$ cat src/rtl/sdrio_dir_sched.sv
// Direction scheduler for a 4:1 serialized bidirectional IO: arbitrates read/write bursts
// on frame boundaries and decodes pad enable, termination and capture strobes from state.
module sdrio_dir_sched #(
  parameter int PRE_FRAMES  = 1,
  parameter int TURN_FRAMES = 2
) (
  input  logic       geclk_ol,
  input  logic       rst,
  input  logic       wr_req,
  input  logic [2:0] wr_len,
  input  logic       rd_req,
  input  logic [2:0] rd_len,
  output logic       wr_gnt,
  output logic       rd_gnt,
  output logic [3:0] t_nib,
  output logic       odt_ctrl,
  output logic       rd_capture,
  output logic       update_ol,
  output logic [1:0] phase,
  output logic       busy
);

  typedef enum logic [2:0] {
    IDLE  = 3'd0,
    WPRE  = 3'd1,
    WDATA = 3'd2,
    WPOST = 3'd3,
    RDATA = 3'd4,
    TURN  = 3'd5
  } state_t;

  // TURN reuses the frame counter, loaded with frames-minus-one like a burst
  localparam logic [2:0] TURN_LOAD = 3'((TURN_FRAMES > 0) ? TURN_FRAMES - 1 : 0);

  state_t     state, state_nxt, after_burst;
  logic [1:0] ph;
  logic [2:0] fcnt, fcnt_nxt;
  logic       last_dir, last_dir_nxt;  // 1 = last grant was a write
  logic       frame_end;

  assign frame_end   = (ph == 2'd3);
  assign after_burst = (TURN_FRAMES > 0) ? TURN : IDLE;

  always_ff @(posedge geclk_ol or posedge rst) begin
    if (rst) begin
      state    <= IDLE;
      ph       <= 2'd0;
      fcnt     <= 3'd0;
      last_dir <= 1'b0;
    end else begin
      state    <= state_nxt;
      ph       <= ph + 2'd1;
      fcnt     <= fcnt_nxt;
      last_dir <= last_dir_nxt;
    end
  end

  always_comb begin
    state_nxt    = state;
    fcnt_nxt     = fcnt;
    last_dir_nxt = last_dir;
    wr_gnt       = 1'b0;
    rd_gnt       = 1'b0;
    if (frame_end) begin
      case (state)
        IDLE: begin
          if (wr_req && (!rd_req || !last_dir)) begin
            wr_gnt       = 1'b1;
            last_dir_nxt = 1'b1;
            fcnt_nxt     = wr_len;
            state_nxt    = (PRE_FRAMES == 1) ? WPRE : WDATA;
          end else if (rd_req) begin
            rd_gnt       = 1'b1;
            last_dir_nxt = 1'b0;
            fcnt_nxt     = rd_len;
            state_nxt    = RDATA;
          end
        end
        WPRE: state_nxt = WDATA;
        WDATA: begin
          if (fcnt == 3'd0) state_nxt = WPOST;
          else              fcnt_nxt  = fcnt - 3'd1;
        end
        WPOST: begin
          state_nxt = after_burst;
          fcnt_nxt  = TURN_LOAD;
        end
        RDATA: begin
          if (fcnt == 3'd0) begin
            state_nxt = after_burst;
            fcnt_nxt  = TURN_LOAD;
          end else begin
            fcnt_nxt = fcnt - 3'd1;
          end
        end
        TURN: begin
          if (fcnt == 3'd0) state_nxt = IDLE;
          else              fcnt_nxt  = fcnt - 3'd1;
        end
        default: state_nxt = IDLE;
      endcase
    end
  end

  always_comb begin
    case (state)
      WPRE, WDATA: t_nib = 4'b1111;
      WPOST:       t_nib = 4'b0011;
      default:     t_nib = 4'b0000;
    endcase
  end

  assign odt_ctrl   = (state == RDATA);
  assign rd_capture = (state == RDATA);
  assign busy       = (state != IDLE);
  assign update_ol  = (ph == 2'd1);
  assign phase      = ph;

endmodule

$ cat config.mk
export PLATFORM = sky130hd
export DESIGN_NAME = sdrio_dir_sched
export DESIGN_NICKNAME = d
export VERILOG_FILES = /design/src/rtl/sdrio_dir_sched.sv
export SDC_FILE = /design/constraint.sdc
export NUM_CORES = 1
export LEC_CHECK = 0
export CORE_UTILIZATION = 35
export CTS_BUF_LIST = sky130_fd_sc_hd__clkbuf_16
export CTS_CLUSTER_SIZE = 25
export DETAILED_ROUTE_END_ITERATION = 8
export HOLD_SLACK_MARGIN = 0.12
export PLACE_DENSITY = 0.7
export SYNTH_ARGS = -nofsm -noshare
export SYNTH_HDL_FRONTEND = slang
export SYNTH_SLANG_ARGS = --single-unit
$ cat constraint.sdc
create_clock -name geclk_ol -period 2.07 [get_ports geclk_ol]
set_clock_uncertainty 0.2 [all_clocks]
set_input_delay 0.207 -clock geclk_ol [delete_from_list [all_inputs] [get_ports geclk_ol]]
set_output_delay 0.207 -clock geclk_ol [all_outputs]
set_load 0.01 [all_outputs]
==> results.md <==
- Routability cong.: 0.7636
- Starting density of the core: 0.3711
- Global-route wire length before repair: 2711 µm
- DRT iter0 DRCs: 6
- CP max FO: 7
- Vias in the first global route: 640
- # IOs: 22
- Antenna-violating nets left: 0
- Worst-Skew Late Latency: 230 ps
- Layout net count: 117
- Number of synthesized register bits: 9
- Crit path required time: 1660 ps
- Syn Area/Cell: 9.609 µm²
- Fin. Hold Viols: 0
- Slew Limit Fails: 0
- Drt wl/cell: approximately 12 µm
- Final Util: 0.5399
- Fmax: 508.3 MHz
- Sequential fraction of the synthesis area: 0.3125
- Synth Flop Type: dfrtp_1
- Worst hold margin: 318.0 ps
- Post-DP HPWL: 1242 µm
- Die Span Y: 47.38 µm
- # rows: 16
- Layout cell share with drive strength beyond 1: 0.2353
- Post-route cell area: 1049 µm²
- Placed inst area: 957.2 µm²
- Most frequent cells in the layout: clkdlybuf4s50_1 (15), inv_1 (10), dfrtp_1 (9)
- MaxCap Viol Count: 0
- CP Capture Type: output port
- Die ar.: around 2200 µm²
- Status: finished, final reports clean
- Cts bufs inserted: 3
- Syn nets: 89
- Yosys Warn Count: 0
- Mapped Area: 720.7 µm²
- WL final: about 1500 µm
- Main area contributors after synthesis: dfrtp_1 (31%), ha_1 (6.9%), inv_1 (4.7%)
- Gr ovfl total: 0
- Final Setup Violations: 0
- Rel. slew slack: 0.7695
- Port buffer count: 21
- Startpoint Class: flip-flop
- First-pass iteration count of the detailed router: 4
- Library cells used by synthesis: 35
- Routed vias: 609
- Pwr dens: roughly 1300 nW/µm²
- Die W: 47.38 µm
- Area leader, netlist: dfrtp_1
- Power, Total: 1.397 mW
- Core Area: roughly 2000 µm²
- Setup TNS Final: 0 ps
- Synth Instances: 75
- EDFF count, synth: 0
- Most common cell after layout, fill and taps aside: clkdlybuf4s50_1
- Critical path class: flip-flop to output port
- CTS clk-pin slew, worst paths: 40 ps
- Initial antenna violation count: 0
- R2r setup slk: 100 ps
- Worst hold-check path type: flip-flop to flip-flop
- Worst-case clock buffer depth: 2
- Largest net degree at the start of global routing: 11
- H-Tree Depth: 1
- Fillcell total: 200
- Reg-to-Reg Start: fcnt[0]
- Slew of the pin with the lowest slew margin: 345.4 ps
- VDD IR max: 688.1 µV
- Sink Count: 9
- Top cell type's share of synthesized area: 0.3125
- Min Tclk post-route: 1967 ps
- Diodes inserted: 0
- Vias per cell: 4.721
- RSZ-0062 raised after global routing: no
- WP data arrival: roughly 1600 ps
- Number of remaining DRC errors: 0
- Crit path from: state[1]
- Root Driver: clkbuf_16
- HP Start: last_dir
- Fin crit share: 0.9504
- Async set or reset register ratio after synthesis: 1.000
- CTS tree: built
- Syn-to-layout area delta: 45.49%
- Static leakage: 0.4830 nW
- GRT Resource Usage Total: 0.1730
[routing by layer]
metal  vias to the layer above  share of wire  routed length [µm]  GRT usage
met5                         -              0                   0          0
met4                         0              0                   0    0.08000
met3                         0          0.037                  57    0.02692
met1                       282           0.45                 691     0.1948
met2                        16           0.52                 800     0.3151
li1                        311              -                   -          -
[cell usage after synthesis, types with 2 or more instances]
library cell and instances:
nor2_1 7, mux2_2 3, mux2i_1 3, buf_4 4, dfrtp_1 9, inv_1 9
o21ai_0 2, o22ai_1 2, ha_1 4, a21oi_1 5, nor2b_4 2, buf_6 2
[worst paths after layout]
path / end / depth (start not counted)
worst max-delay path: t_nib[1] / 4
worst min-delay path: last_dir / 1
worst max register to register: fcnt[1] / 6
worst min register to register: last_dir / 1
max in group asynchronous: state[1] / 3
min in group asynchronous: phase[0] / 3
[flip-flops by register name, indices dropped and copies added, names as in the netlist]
| name | cells |
|---|---|
| state | 3 |
| fcnt | 3 |
| last_dir | 1 |
| phase | 2 |
[metrics by stage]
stage          instances  setup WS [ps]
2_1_floorplan         75          267.9
4_1_cts              129          85.97
6_report             129          102.6
5_1_grt              129          8.849
3_3_place_gp         123          89.17
3_5_place_dp         123          29.99
[worst max-delay path, cell delays in order, from the launching register on]
cell             delay [ps]
dfrtp_1                 400
buf_4                   200
nor2_2                   50
nor2_1                  120
clkdlybuf4s50_1         560
[cell families after synthesis]
logic type	Yosys count	share of synthesized area
flip-flops	9	0.3125
AND/OR/NAND/NOR	17	0.1476
buffers and inverters	16	0.1250
adder cells (fa/ha/maj)	4	0.06945
AO/OA/AOI/OAI	21	0.2240
XOR/XNOR	1	0.01215
multiplexers	7	0.1094
[report_power, final]
group	leakage, nW	switching (mW)	total (mW)	internal (mW)
combinational	0.333	0.391	0.775	0.384
clock	0.0423	0.0774	0.329	0.252
sequential	0.108	0.0506	0.293	0.242
total	0.483	0.519	1.40	0.878
[final cells by class]
class / count / area (µm²) / share of cell area
multi-input cells: 50 / 407.9 / 0.3890
clock buffers: 3 / 75.07 / 0.07160
inverters: 10 / 37.54 / 0.03580
repair buffers: 29 / 265.3 / 0.2530
clock inverters: 1 / 3.754 / 0.003580
flip-flops and latches: 9 / 225.2 / 0.2148
well taps: 27 / 33.78 / 0.03222
[what timing repair did]
action | in CTS | in global routing
setup endpoints to repair | 6 | 0
hold buffers | 1 | 0
resized for setup | 7 | 0
endpoints found under the hold margin | 9 | 0
buffers inserted | 1 | 0
Note: power is estimated with default switching activity, not from simulation.
